### src/rtl/counters_pkg.sv
// rtl/counters_pkg.sv - shared types and gate lengths for the frequency gate sequencer
package counters_pkg;

   typedef enum logic [1:0] {
      R1MS   = 2'd0,
      R10MS  = 2'd1,
      R100MS = 2'd2,
      R1S    = 2'd3
   } range_t;

   localparam int unsigned GATE_MS [4] = '{1, 10, 100, 1000};

   typedef enum logic [2:0] {
      S_IDLE    = 3'd0,
      S_ARM     = 3'd1,
      S_GATE    = 3'd2,
      S_EVAL    = 3'd3,
      S_PUBLISH = 3'd4
   } state_t;

endpackage

### src/rtl/gate_timer.sv
// rtl/gate_timer.sv - millisecond down-counter that times one measurement gate
module gate_timer
   import counters_pkg::*;
(
   input  logic   clk,
   input  logic   rst,
   input  logic   load,
   input  range_t range_i,
   input  logic   tick,
   output logic   done
);

   logic [9:0] ms_q, ms_d;

   always_comb begin
      ms_d = ms_q;
      if (load) begin
         ms_d = 10'(GATE_MS[range_i] - 1);
      end else if (tick && (ms_q != 10'd0)) begin
         ms_d = ms_q - 10'd1;
      end
   end

   always_ff @(posedge clk) begin
      if (rst) begin
         ms_q <= 10'd0;
      end else begin
         ms_q <= ms_d;
      end
   end

   // The tick that finds the counter at zero is the Nth tick after the gate opened.
   assign done = tick && !load && (ms_q == 10'd0);

endmodule

### src/rtl/freq_gate_ctrl.sv
// rtl/freq_gate_ctrl.sv - auto-ranging gated event counter; FREQ_GATE_CTRL_HOLD_EN adds a publish hold input
module freq_gate_ctrl
   import counters_pkg::*;
#(
   parameter int WIDTH      = 16,
   parameter int LOW_THRESH = 6000,
   parameter int RANGE_INIT = 3
) (
   input  logic             clk,
   input  logic             rst,
   input  logic             ce1ms,
   input  logic             evt,
   input  logic             run,
`ifdef FREQ_GATE_CTRL_HOLD_EN
   input  logic             hold,
`endif
   output logic [WIDTH-1:0] count,
   output logic [1:0]       range,
   output logic             ovf,
   output logic             valid,
   output logic             busy
);

   localparam logic [WIDTH-1:0] CNT_MAX = '1;
   localparam logic [WIDTH-1:0] LOW_T   = WIDTH'(LOW_THRESH);
   localparam range_t           RNG_RST = range_t'(2'(RANGE_INIT));

   state_t           state_q, state_d;
   logic [WIDTH-1:0] cnt_q, cnt_d;
   logic             ovf_int_q, ovf_int_d;
   range_t           rng_q, rng_d;
   logic [WIDTH-1:0] pub_count_q, pub_count_d;
   range_t           pub_range_q, pub_range_d;
   logic             pub_ovf_q, pub_ovf_d;
   logic             valid_q, valid_d;
   logic             timer_load;
   logic             timer_done;
   logic             hold_w;

`ifdef FREQ_GATE_CTRL_HOLD_EN
   assign hold_w = hold;
`else
   assign hold_w = 1'b0;
`endif

   gate_timer u_gate_timer (
      .clk     (clk),
      .rst     (rst),
      .load    (timer_load),
      .range_i (rng_q),
      .tick    (ce1ms),
      .done    (timer_done)
   );

   always_comb begin
      state_d     = state_q;
      cnt_d       = cnt_q;
      ovf_int_d   = ovf_int_q;
      rng_d       = rng_q;
      pub_count_d = pub_count_q;
      pub_range_d = pub_range_q;
      pub_ovf_d   = pub_ovf_q;
      valid_d     = 1'b0;
      timer_load  = 1'b0;
      case (state_q)
         S_IDLE: begin
            if (run) state_d = S_ARM;
         end
         S_ARM: begin
            if (!run) begin
               state_d = S_IDLE;
            end else if (ce1ms) begin
               state_d    = S_GATE;
               cnt_d      = '0;
               ovf_int_d  = 1'b0;
               timer_load = 1'b1;
            end
         end
         S_GATE: begin
            if (!run) begin
               state_d = S_IDLE;
            end else begin
               if (evt) begin
                  if (cnt_q == CNT_MAX) ovf_int_d = 1'b1;
                  else                  cnt_d     = cnt_q + 1'b1;
               end
               if (timer_done) state_d = S_EVAL;
            end
         end
         S_EVAL: begin
            // Outputs load on the way into PUBLISH so valid and the new count coincide.
            if (!run) begin
               state_d = S_IDLE;
            end else if (ovf_int_q && (rng_q != R1MS)) begin
               rng_d   = range_t'(2'(rng_q - 2'd1));
               state_d = S_ARM;
            end else begin
               state_d = S_PUBLISH;
               if (!hold_w) begin
                  pub_count_d = cnt_q;
                  pub_range_d = rng_q;
                  pub_ovf_d   = ovf_int_q;
                  valid_d     = 1'b1;
               end
               if ((cnt_q < LOW_T) && (rng_q != R1S)) rng_d = range_t'(2'(rng_q + 2'd1));
            end
         end
         S_PUBLISH: begin
            state_d = run ? S_ARM : S_IDLE;
         end
         default: state_d = S_IDLE;
      endcase
   end

   always_ff @(posedge clk) begin
      if (rst) begin
         state_q     <= S_IDLE;
         cnt_q       <= '0;
         ovf_int_q   <= 1'b0;
         rng_q       <= RNG_RST;
         pub_count_q <= '0;
         pub_range_q <= RNG_RST;
         pub_ovf_q   <= 1'b0;
         valid_q     <= 1'b0;
      end else begin
         state_q     <= state_d;
         cnt_q       <= cnt_d;
         ovf_int_q   <= ovf_int_d;
         rng_q       <= rng_d;
         pub_count_q <= pub_count_d;
         pub_range_q <= pub_range_d;
         pub_ovf_q   <= pub_ovf_d;
         valid_q     <= valid_d;
      end
   end

   assign count = pub_count_q;
   assign range = pub_range_q;
   assign ovf   = pub_ovf_q;
   assign valid = valid_q;
   assign busy  = (state_q != S_IDLE);

endmodule

### config.mk
export PLATFORM = sky130hd
export DESIGN_NAME = freq_gate_ctrl
export DESIGN_NICKNAME = d
export VERILOG_FILES = /design/src/rtl/counters_pkg.sv /design/src/rtl/gate_timer.sv /design/src/rtl/freq_gate_ctrl.sv
export SDC_FILE = /design/constraint.sdc
export NUM_CORES = 1
export LEC_CHECK = 0
export ABC_AREA = 1
export CORE_ASPECT_RATIO = 0.8
export CORE_MARGIN = 2
export CORE_UTILIZATION = 35
export CTS_BUF_LIST = sky130_fd_sc_hd__clkbuf_4
export DETAILED_ROUTE_END_ITERATION = 8
export HOLD_SLACK_MARGIN = 0.08
export PLACE_DENSITY = 0.64
export SLEW_MARGIN = 20
export SYNTH_ARGS = -nofsm -noshare
export SYNTH_HDL_FRONTEND = slang
export SYNTH_SLANG_ARGS = --single-unit
### constraint.sdc
create_clock -name clk -period 5 [get_ports clk]
set_input_delay 1.25 -clock clk [delete_from_list [all_inputs] [get_ports clk]]
set_output_delay 1.25 -clock clk [all_outputs]
set_load 0.05 [all_outputs]
# ---- Word-level counts from Yosys, hierarchy flattened
# Index checks and enable logic that the tools add are counted.
dict set report totals {
  register_bits 52
  word_cells 87
  input_bits 5
  out_inout_bits 21
}
dict set report op_classes {
  n_mux 32
  eq_ne 15
  n_reduce_logical 20
  n_addsub 5
  n_lt_le_gt_ge 2
  n_bitwise 4
}
# op n
set ops {}
lappend ops {{$mux 16} 5}
lappend ops {{$bmux 32 s2} 1}
lappend ops {{$mux 10} 4}
lappend ops {{$pmux 16 s2} 1}
lappend ops {{$mux 3} 7}
lappend ops {{$sub 10x1->10 const B} 2}
lappend ops {{$add 16x1->16 const B} 1}
lappend ops {{$eq 16x16->1 const B} 1}
lappend ops {{$lt 16x13->1 const B} 1}
lappend ops {{$ne 2x2->1 const B} 8}
lappend ops {{$pmux 3 s5} 1}
lappend ops {{$reduce_and 6->1} 2}
lappend ops {{$logic_not 10->1} 1}
lappend ops {{$mux 1} 10}
lappend ops {{$reduce_bool 10->1} 1}
lappend ops {{$reduce_and 3->1} 3}
lappend ops {{$reduce_bool 2->1} 4}
lappend ops {{$eq 3x2->1 const B} 2}
lappend ops {{$ne 3x3->1 const B} 2}
lappend ops {{$logic_and 1x1->1} 5}
lappend ops {{$mux 2} 2}
lappend ops {{$eq 3x1->1 const B} 1}
lappend ops {{$eq 3x3->1 const B} 1}
lappend ops {{$ge 3x3->1 const B} 1}
lappend ops {{9 further kinds} 11}

# ---- Longest topological paths before layout
# Gate-level depths: netlist of run 1.
dict set report depth {
  word_depth 9
  ltp_mapped 13
  mapped_depth_nobuf 13
}

# ---- By module
# Synthesis of run 1 repeated with hierarchy kept, for this count alone.
dict set report hier_totals {
  hier_cells 467
  hier_area_um2 3109.2
}
# module cells_each area_per_inst_um2 seq_area_each_um2 instances
set by_module_without_submodules {}
lappend by_module_without_submodules {freq_gate_ctrl 334 2220.9 840.8 1}
lappend by_module_without_submodules {gate_timer 133 888.4 200.2 1}

# ---- Least setup slack after synthesis of run 1
# OpenSTA, ideal clock, no wires.
dict set report synth_path {
  kind {input to register}
  start {input ce1ms}
  end {register u_gate_timer.ms_q[8]}
  path_buffers 0
  setup_slack_ps 2547
  t_required_ps 4891
  arrival_time_ps 2344
  setup_time_ps 109
  path_stages 12
  path_cell_list {nand2_1 -> inv_2 -> nand3_2 -> o21ai_1 -> ha_1 -> nand3_1 -> nor2_1 -> nand3_1 -> nand2_1 -> nand3_1 -> nand2_1 -> inv_1}
}
dict set report synth_via {
  elab_chain_len 4
  word_cells_on_any_way 6
  cone_classes {mux (4); reduce/logical (2)}
}
# item line_no
set synth_lines {}
lappend synth_lines {{start: declaration} freq_gate_ctrl.sv:11} ;# input logic ce1ms,
lappend synth_lines {{$mux 1} freq_gate_ctrl.sv:72} ;# end else if (ce1ms) begin
lappend synth_lines {{$mux 1} freq_gate_ctrl.sv:70} ;# if (!run) begin
lappend synth_lines {{$mux 1} freq_gate_ctrl.sv:65} ;# case (state_q)
lappend synth_lines {{$mux 10 / $reduce_bool 2->1 (equally long branches)} --}
lappend synth_lines {{end signal: assignment} gate_timer.sv:28} ;# ms_q <= ms_d;
lappend synth_lines {{end: declaration} gate_timer.sv:13} ;# logic [9:0] ms_q, ms_d;
# Several ways; a longest one is shown, not always the timed one.
# A chain may end at the register's enable or synchronous reset.

# ---- Worst setup path in the final report of run 1
dict set report layout_path {
  start {register state_q[0]}
  end {output busy}
}
dict set report layout_via {
  elab_chain_len 1
}
# item line_no
set layout_lines {}
lappend layout_lines {{start: declaration} freq_gate_ctrl.sv:28} ;# state_t state_q, state_d;
lappend layout_lines {{start signal: assignment} freq_gate_ctrl.sv:126} ;# state_q <= state_d;
lappend layout_lines {{$reduce_bool 3->1} freq_gate_ctrl.sv:141} ;# assign busy = (state_q != S_IDLE);
lappend layout_lines {{end: declaration} freq_gate_ctrl.sv:21} ;# output logic busy
# Every way passes these cells.

==> flow_metrics.env, run 1 <==
export IMPL_avgRoutedWirePerCell_um=12.7
export IMPL_seqPwrFrac_pct=45.9
export IMPL_dieWidth_um=104
export IMPL_ys_ff_latch=52
export IMPL_synth_cells=424
export IMPL_path_buf_inv=1
export IMPL_fin_nets=451
export IMPL_synth_seq_area_share_pct=37.0
export IMPL_finalSetupViolCount=0
export IMPL_layout_drive_gt1_share_pct=7.87
export IMPL_grt_pass1_vias=2546
export IMPL_combPwrFrac_pct=30.3
export IMPL_finalCriticalPeriod_ps=3090
export IMPL_gr_usage_all_layers_pct=16.5
export IMPL_leakage_nw=1.31
export IMPL_critical_path_class="flop to output pin"
export IMPL_cts_buffers=5
export IMPL_clk_pin_slew_ps=160
export IMPL_cp_start_kind="flop"
export IMPL_via_per_inst=4.99
export IMPL_intPower_mw=0.642
export IMPL_critical_path_arrival_ps=1840
export IMPL_holdBufCountCts=0
export IMPL_p_sw_mw=0.375
export IMPL_die_area_um2=8790
export IMPL_clock_sinks=52
export IMPL_first_pass_iters=5
export IMPL_timing_final_max_slew_violations=0
export IMPL_die_height_um=84.2
export IMPL_rsz0062_at_grt="false"
export IMPL_grt_first_pass_wirelength_um=12000
export IMPL_postSynthAreaPerCell_um2=6.64
export IMPL_h_tree_depth=2
export IMPL_clockBufferDepth=2
export IMPL_synth_cell_types=32
export IMPL_ant_nets=0
export IMPL_cts_resized=0
export IMPL_vias=2758
export IMPL_gr_total_overflow=0
export IMPL_min_path_type="flop to flop"
export IMPL_cap_violations=0
export IMPL_num_rows=29
export IMPL_dr_first_iter_drc_count=152
export IMPL_hpwl_um=5130
export IMPL_fmax_ghz=0.324
export IMPL_layout_commonest_cell="nand2_1"
export IMPL_coreArea_um2=7870
export IMPL_drc=0
export IMPL_grt_max_degree=23
export IMPL_finalSetupTns_ps=0
export IMPL_clk_latency_ps=370
export IMPL_antenna_found_initial=0
export IMPL_crit_path_end_kind="output pin"
export IMPL_cpLargestDelayFamily="buffers and inverters"
export IMPL_cts_root_buf="clkbuf_4"
export IMPL_fin_skew_ps=11.8
export IMPL_period_share_pct=61.7
export IMPL_layout_common_cells="99 x nand2_1, 69 x nor2_1, 52 x dfxtp_1, 43 x inv_1, 31 x nand3_1"
export IMPL_slowest_stage="clkdlybuf4s50_1"
export IMPL_max_stage_delay_ps=800
export IMPL_gp_congestion=0.878
export IMPL_syn2layout_area_growth_pct=14.1
export IMPL_io_pins=26
export IMPL_power_switching_share_pct=36.9
export IMPL_syn_area_um2=2820
export IMPL_clockPowerShare_pct=23.8
export IMPL_post_route_util_pct=40.8
export IMPL_timing_final_hold_violations=0
export IMPL_diodes=0
export IMPL_cts_tree="yes"
export IMPL_yosys_warnings=0
export IMPL_routed_wl_um=7020
export IMPL_post_cts_buffers=0
export IMPL_start_util_pct=35.8
export IMPL_portBuffers=25
export IMPL_fill_cells=872
export IMPL_outcome="finished, final reports clean"
export IMPL_slew_headroom_pct=63.9
export IMPL_path_cells="nor2_1 -> nand2_1 -> clkdlybuf4s50_1"
export IMPL_worstPathRequired_ps=3750
export IMPL_synth_nets=431
export IMPL_crit_path_max_fanout=8
export IMPL_power_density_nw_per_um2=316
export IMPL_tightest_slew_ps=540
export IMPL_peakVddDrop_mv=0.139
cell families after synthesis:
kind of cell	count (synthesis)	share of synthesized area, %
and+or+nand+nor	228	35.5
AOI/OAI and AO/OA	71	14.4
buffers and inverters	62	9.46
DFF	52	37.0
xor gates and xnor gates	9	2.80
adders and majority gates	2	0.888
worst min-delay path, stage by stage (launching register included):
cell	delay, ps
dfxtp_1	350
nand2_1	60
a21oi_1	50
power groups by stage:
stage / combinational, mW / sequential [mW] / clock, mW
floorplan: 0.242 / 0.476 / 0
global placement: 0.298 / 0.475 / 0
detailed placement: 0.305 / 0.475 / 0
CTS: 0.307 / 0.467 / 0.248
global route: 0.354 / 0.470 / 0.262
finish: 0.308 / 0.467 / 0.242
stage by stage:
stage,setup WS (ps),power [mW],std cells,hold slack (ps),cell area (um2)
after floorplan,2550,0.719,424,439,2820
after global placement,1650,0.773,545,453,3130
after detailed placement,1560,0.780,545,462,3130
after CTS,1890,1.02,553,482,3210
after global routing,1730,1.09,553,526,3210
final,1910,1.02,553,477,3210
final cells by class:
class / count / area, um2 / area share [%]
clock inverter: 3 / 42.5 / 1.32
sequential: 52 / 1040 / 32.4
multi-input combinational: 310 / 1510 / 46.9
timing repair buffer: 28 / 273 / 8.49
tap: 108 / 135 / 4.20
inverter: 47 / 176 / 5.49
clock buffer: 5 / 37.5 / 1.17
final timing paths:
kind | start | slack (ps) | end | cells after the start
worst max-delay path | state_q[0]$_SDFFE_PP0P_ | 1910 | busy | 3
worst min-delay path | ovf_int_q$_SDFFE_PP0P_ | 480 | ovf_int_q$_SDFFE_PP0P_ | 2
worst max register to register | state_q[0]$_SDFFE_PP0P_ | 2780 | cnt_q[9]$_SDFFE_PP0P_ | 10
worst min register to register | ovf_int_q$_SDFFE_PP0P_ | 480 | ovf_int_q$_SDFFE_PP0P_ | 2
layer usage:
| layer | global-route usage (%) | up-vias | routed length (um) |
|---|---|---|---|
| met5 | 0 | - | 0 |
| met4 | 4.42 | 0 | 56 |
| met3 | 3.03 | 7 | 386 |
| met2 | 24.2 | 92 | 2850 |
| met1 | 24.7 | 1249 | 3720 |
| li1 | - | 1410 | - |
flip-flops by register name, indices dropped and copies added, names as in the netlist:
register and cells:
count 16, ovf_int_q 1, state_q 3, cnt_q 16
valid 1, ovf 1, rng_q 2, range 2
u_gate_timer.ms_q 10
Yosys cell counts:
| library cell | n | area share [%] |
|---|---|---|
| nand2_1 | 99 | 13 |
| nor2_1 | 69 | 9.2 |
| dfxtp_1 | 52 | 37 |
| inv_1 | 43 | 5.7 |
| nand3_1 | 31 | 5.5 |
| o21ai_0 | 29 | 5.2 |
| a21oi_1 | 27 | 4.8 |
| nand4_1 | 8 | 1.8 |
| xor2_1 | 8 | 2.5 |
| a21oi_2 | 7 | 2.2 |
| clkbuf_1 | 7 | 0.93 |
| nor3_1 | 5 | 0.89 |
| inv_2 | 4 | 0.53 |
| nand2_2 | 4 | 0.89 |
| o211ai_1 | 4 | 1.1 |
| buf_2 | 3 | 0.53 |
| buf_6 | 3 | 1.2 |
| buf_4 | 2 | 0.53 |
| ha_1 | 2 | 0.89 |
| nand2_4 | 2 | 0.80 |
| nand3b_1 | 2 | 0.53 |
| nor2_2 | 2 | 0.44 |
| nor2_4 | 2 | 0.80 |
| a211oi_1 | 1 | 0.27 |
| nand3_2 | 1 | 0.36 |
| nor3_4 | 1 | 0.58 |
| nor3b_1 | 1 | 0.27 |
| nor4_1 | 1 | 0.22 |
| o21ai_1 | 1 | 0.18 |
| o21ai_4 | 1 | 0.58 |
| o22ai_1 | 1 | 0.22 |
| xnor2_1 | 1 | 0.31 |
Note: power is estimated with default switching activity, not from simulation.
==> run 2: changes to the inputs <==
==> constraint.sdc (replaced) <==
create_clock -name clk -period 3.01 [get_ports clk]
set_input_delay 0.7525 -clock clk [delete_from_list [all_inputs] [get_ports clk]]
set_output_delay 0.7525 -clock clk [all_outputs]
set_load 0.05 [all_outputs]
==> run 2 against run 1 <==
Sequential power is 66% higher; largest cell class unchanged; non-clock buffer count is 2 higher; utilization is 0.19 points lower; combinational power is 64% higher; critical path type unchanged.
==> flow_metrics.env, run 2 (synthesized netlist as in run 1, its figures left out) <==
export IMPL_outcome="finished, final reports clean"
export IMPL_gr_usage_all_layers_pct=16.5
export IMPL_intPower_mw=0.980
export IMPL_crit_path_end_kind="output pin"
export IMPL_cp_start_kind="flop"
export IMPL_cts_tree="yes"
export IMPL_seqPwrFrac_pct=49.0
export IMPL_critical_path_class="flop to output pin"
export IMPL_portBuffers=25
export IMPL_dieWidth_um=104
export IMPL_hpwl_um=5080
export IMPL_cts_buffers=5
export IMPL_grt_max_degree=22
export IMPL_finalSetupTns_ps=0
export IMPL_post_cts_buffers=0
export IMPL_tightest_slew_ps=532
export IMPL_p_sw_mw=0.605
export IMPL_reg2reg_depth=10
export IMPL_finalCriticalPeriod_ps=2610
export IMPL_combPwrFrac_pct=31.9
export IMPL_leakage_nw=1.31
export IMPL_topRoutingLayerUsed="met4"
export IMPL_coreArea_um2=7870
export IMPL_finalSetupViolCount=0
export IMPL_diodes=0
export IMPL_fin_nets=453
export IMPL_power_switching_share_pct=38.2
export IMPL_first_pass_iters=4
export IMPL_dr_wl_met2_um=2720
export IMPL_post_route_util_pct=40.6
export IMPL_timing_final_max_slew_violations=0
export IMPL_cts_resized=0
export IMPL_fmax_ghz=0.383
export IMPL_die_area_um2=8790
export IMPL_routed_wl_um=6920
export IMPL_fin_skew_ps=12.6
export IMPL_crit_path_max_fanout=8
export IMPL_layout_commonest_cell="nand2_1"
export IMPL_clockBufferDepth=2
export IMPL_io_pins=26
export IMPL_grt_pass1_vias=2453
export IMPL_period_share_pct=86.7
export IMPL_pre_cts_slack_ps=206
export IMPL_rsz0062_at_grt="false"
export IMPL_dr_first_iter_drc_count=169
export IMPL_hold_end="ovf_int_q$_SDFFE_PP0P_"
export IMPL_stdcell_area_um2=3200
export IMPL_ant_nets=0
export IMPL_holdBufCountCts=0
export IMPL_hold_path_depth=2
export IMPL_peakVddDrop_mv=0.172
export IMPL_cts_root_buf="clkbuf_4"
export IMPL_min_path_type="flop to flop"
export IMPL_min_delay_start="ovf_int_q$_SDFFE_PP0P_"
export IMPL_r2r_end="cnt_q[10]$_SDFFE_PP0P_"
export IMPL_clk_pin_slew_ps=140
export IMPL_slew_headroom_pct=64.4
export IMPL_worstPathRequired_ps=2260
export IMPL_via_per_inst=4.91
export IMPL_layout_drive_gt1_share_pct=8.07
export IMPL_drc=0
export IMPL_vias=2718
export IMPL_dpl_cell_area_um2=3150
export IMPL_ff2ff_setup_slack_ps=810
export IMPL_start_util_pct=35.8
export IMPL_layout_common_cells="99 x nand2_1, 69 x nor2_1, 52 x dfxtp_1, 43 x inv_1, 31 x nand3_1"
export IMPL_clockPowerShare_pct=19.1
export IMPL_setup_ws_ps=400
export IMPL_timing_final_hold_violations=0
export IMPL_critical_path_arrival_ps=1860
export IMPL_cap_violations=0
export IMPL_clk_latency_ps=360
export IMPL_gp_congestion=0.900
export IMPL_drt_met1_wl_um=3840
export IMPL_die_height_um=84.2
export IMPL_clock_sinks=52
export IMPL_num_rows=29
export IMPL_syn2layout_area_growth_pct=13.6
export IMPL_h_tree_depth=2
export IMPL_avgRoutedWirePerCell_um=12.5
export IMPL_wl_met3_um=325
export IMPL_power_density_nw_per_um2=495
export IMPL_grt_first_pass_wirelength_um=11900
export IMPL_reg2reg_from="state_q[0]$_SDFFE_PP0P_"
export IMPL_antenna_found_initial=0
export IMPL_gr_total_overflow=0
-- run 2: critical path, cell delays in order (launching register included) --
cell             delay [ps]
dfxtp_1                 530
nor2_1                   90
nand2_1                  90
clkdlybuf4s50_1         800
-- run 2: metal layers --
metal	track usage, %	vias to the layer above
met3	3.26	2
met2	23.0	52
li1	-	1408
met4	4.30	0
met5	0	-
met1	25.5	1256
-- run 2: power by group through the flow --
stage / sequential, mW / clock [mW] / combinational (mW)
final: 0.776 / 0.303 / 0.506
after global routing: 0.784 / 0.348 / 0.586
after CTS: 0.776 / 0.321 / 0.502
after detailed placement: 0.790 / 0 / 0.499
after global placement: 0.791 / 0 / 0.494
after floorplan: 0.791 / 0 / 0.402
-- run 2: worst max path at each step --
stage	from	end	slack (ps)	cells past startpoint
CTS	state_q[0]$_SDFFE_PP0P_	busy	370	3
global route	state_q[0]$_SDFFE_PP0P_	busy	270	3
global placement	ce1ms	u_gate_timer.ms_q[8]$_SDFFE_PP0P_	250	13
floorplan	ce1ms	u_gate_timer.ms_q[8]$_SDFFE_PP0P_	1050	12
finish	state_q[0]$_SDFFE_PP0P_	busy	400	3
detailed placement	ce1ms	u_gate_timer.ms_q[8]$_SDFFE_PP0P_	210	13
-- run 2: through the flow --
| step | power, mW | hold slack [ps] | std cells |
|---|---|---|---|
| after floorplan | 1.19 | 439 | 424 |
| after global placement | 1.28 | 448 | 547 |
| after detailed placement | 1.29 | 464 | 547 |
| after CTS | 1.60 | 484 | 554 |
| after global routing | 1.72 | 521 | 554 |
| final | 1.58 | 489 | 554 |
-- run 2: cell type report --
| class | count | area, um2 |
|---|---|---|
| Timing Repair Buffer | 30 | 288 |
| Multi-Input combinational cell | 310 | 1510 |
| Clock inverter | 2 | 12.5 |
| Fill cell | 840 | 4670 |
| Tap cell | 108 | 135 |
| Inverter | 47 | 176 |
| Clock buffer | 5 | 37.5 |
| Sequential cell | 52 | 1040 |
==> run 3: changes to the inputs <==
--- a/config.mk
+++ b/config.mk
@@ -9,7 +9,6 @@
 export CORE_ASPECT_RATIO = 0.8
 export CORE_MARGIN = 2
 export CORE_UTILIZATION = 35
-export CTS_BUF_LIST = sky130_fd_sc_hd__clkbuf_4
 export DETAILED_ROUTE_END_ITERATION = 8
 export HOLD_SLACK_MARGIN = 0.08
 export PLACE_DENSITY = 0.64
==> run 3 against run 2 <==
Utilization up 0.40 points; die area unchanged; via count down 0.44%; sequential share of layout area down 0.32 points; sequential power about the same; routed wire length down 0.14%; largest power group unchanged; critical path type unchanged; highest routed layer unchanged; count of clock-buffer cells in the layout unchanged.
==> flow_metrics.env, run 3 (synthesized netlist as in run 1, its figures left out) <==
export IMPL_power_mw=1.67
export IMPL_cts_root_buf="clkbuf_8"
export IMPL_finalSetupTns_ps=0
export IMPL_regArea_um2=1040
export IMPL_seqPwrFrac_pct=46.4
export IMPL_power_switching_share_pct=37.1
export IMPL_p_sw_mw=0.619
export IMPL_gp_congestion=0.900
export IMPL_fmax_ghz=0.394
export IMPL_clock_sinks=52
export IMPL_die_height_um=84.2
export IMPL_layout_commonest_cell="nand2_1"
export IMPL_timing_final_hold_violations=0
export IMPL_finalSetupViolCount=0
export IMPL_peakVddDrop_mv=0.187
export IMPL_via_per_inst=4.88
export IMPL_ff2ff_setup_slack_ps=810
export IMPL_h_tree_depth=2
export IMPL_worstPathRequired_ps=2260
export IMPL_grt_pass1_vias=2449
export IMPL_num_rows=29
export IMPL_fill_cells=837
export IMPL_leakage_nw=1.32
export IMPL_antenna_found_initial=0
export IMPL_cts_tree="yes"
export IMPL_r2r_end="cnt_q[10]$_SDFFE_PP0P_"
export IMPL_io_pins=26
export IMPL_reg2reg_depth=10
export IMPL_clk_pin_slew_ps=100
export IMPL_rsz0062_at_grt="false"
export IMPL_coreArea_um2=7870
export IMPL_hpwl_um=5080
export IMPL_clk_latency_ps=300
export IMPL_gr_total_overflow=0
export IMPL_diodes=0
export IMPL_multi_input_area_um2=1510
export IMPL_crit_path_end_kind="output pin"
export IMPL_holdBufCountCts=0
export IMPL_start_util_pct=35.8
export IMPL_drc=0
export IMPL_fin_nets=453
export IMPL_outcome="finished, final reports clean"
export IMPL_cts_resized=0
export IMPL_min_path_type="flop to flop"
export IMPL_gr_usage_all_layers_pct=16.4
export IMPL_tightest_slew_ps=547
export IMPL_finalCriticalPeriod_ps=2540
export IMPL_clockBufferDepth=2
export IMPL_cp_start_kind="flop"
export IMPL_ant_nets=0
export IMPL_cts_buffers=5
export IMPL_period_share_pct=84.3
export IMPL_grt_max_degree=22
export IMPL_portBuffers=25
export IMPL_layout_drive_gt1_share_pct=8.07
export IMPL_clockPowerShare_pct=23.3
export IMPL_die_area_um2=8790
export IMPL_grt_first_pass_wirelength_um=11900
export IMPL_syn2layout_area_growth_pct=14.7
export IMPL_routed_wl_um=6910
export IMPL_dieWidth_um=104
export IMPL_intPower_mw=1.05
export IMPL_first_pass_iters=4
export IMPL_vias=2706
export IMPL_cap_violations=0
export IMPL_crit_path_max_fanout=8
export IMPL_startpoint="state_q[0]$_SDFFE_PP0P_"
export IMPL_combPwrFrac_pct=30.3
export IMPL_layout_common_cells="99 x nand2_1, 69 x nor2_1, 52 x dfxtp_1, 43 x inv_1, 31 x nand3_1"
export IMPL_post_cts_buffers=0
export IMPL_avgRoutedWirePerCell_um=12.5
export IMPL_power_density_nw_per_um2=517
export IMPL_dr_first_iter_drc_count=184
export IMPL_reg2reg_from="state_q[0]$_SDFFE_PP0P_"
export IMPL_setup_worst_path_end="busy"
export IMPL_critical_path_class="flop to output pin"
export IMPL_whs_ps=483
export IMPL_timing_final_max_slew_violations=0
export IMPL_critical_path_arrival_ps=1780
export IMPL_fin_skew_ps=7.78
export IMPL_slew_headroom_pct=63.4
[run 3: changes by cell type in the layout (fill, tap and decap cells not counted)]
cell / delta
clkbuf_4: -5
clkbuf_8: +5
[run 3: worst min-delay path by stage]
stage	start	endpoint	slack, ps	depth (start not counted)
after floorplan	ovf_int_q$_SDFFE_PP0P_	ovf_int_q$_SDFFE_PP0P_	440	2
after global placement	ovf_int_q$_SDFFE_PP0P_	ovf_int_q$_SDFFE_PP0P_	450	2
after detailed placement	ovf_int_q$_SDFFE_PP0P_	ovf_int_q$_SDFFE_PP0P_	460	2
after CTS	ovf_int_q$_SDFFE_PP0P_	ovf_int_q$_SDFFE_PP0P_	480	2
after global routing	ovf_int_q$_SDFFE_PP0P_	ovf_int_q$_SDFFE_PP0P_	520	2
final	ovf_int_q$_SDFFE_PP0P_	ovf_int_q$_SDFFE_PP0P_	480	2
[run 3: stage by stage]
stage                     cells  area, um2  setup slack [ps]  utilization (%)
after global placement      547       3150               248             40.0
final                       554       3230               473             41.0
after detailed placement    547       3150               206             40.0
after floorplan             424       2820              1050                -
after CTS                   554       3230               452             41.0
after global routing        554       3230               228             41.0
[run 3: layer usage]
layer  wire length (um)  track usage [%]  up-vias
met5                  0                0        -
met4                 36             4.05        0
met3                388             3.03        2
met2               2670             22.9       63
met1               3820             25.7     1239
li1                   -                -     1402
[run 3: area by class of cell]
type,instances,share of cell area (%)
multi-input combinational,310,46.7
clock inverter,2,0.387
tap,108,4.18
clock buffer,5,2.13
timing repair buffer,30,8.91
sequential,52,32.2
inverter,47,5.46
[run 3: critical path, cell delays in order, from the launching register on]
cell,delay [ps]
dfxtp_1,510
nor2_1,90
nand2_1,90
clkdlybuf4s50_1,800
[run 3: power by group through the flow]
stage | combinational (mW) | sequential, mW | clock (mW)
2_1_floorplan | 0.402 | 0.791 | 0
3_3_place_gp | 0.494 | 0.791 | 0
3_5_place_dp | 0.499 | 0.790 | 0
4_1_cts | 0.502 | 0.776 | 0.403
5_1_grt | 0.585 | 0.783 | 0.431
6_report | 0.506 | 0.775 | 0.390
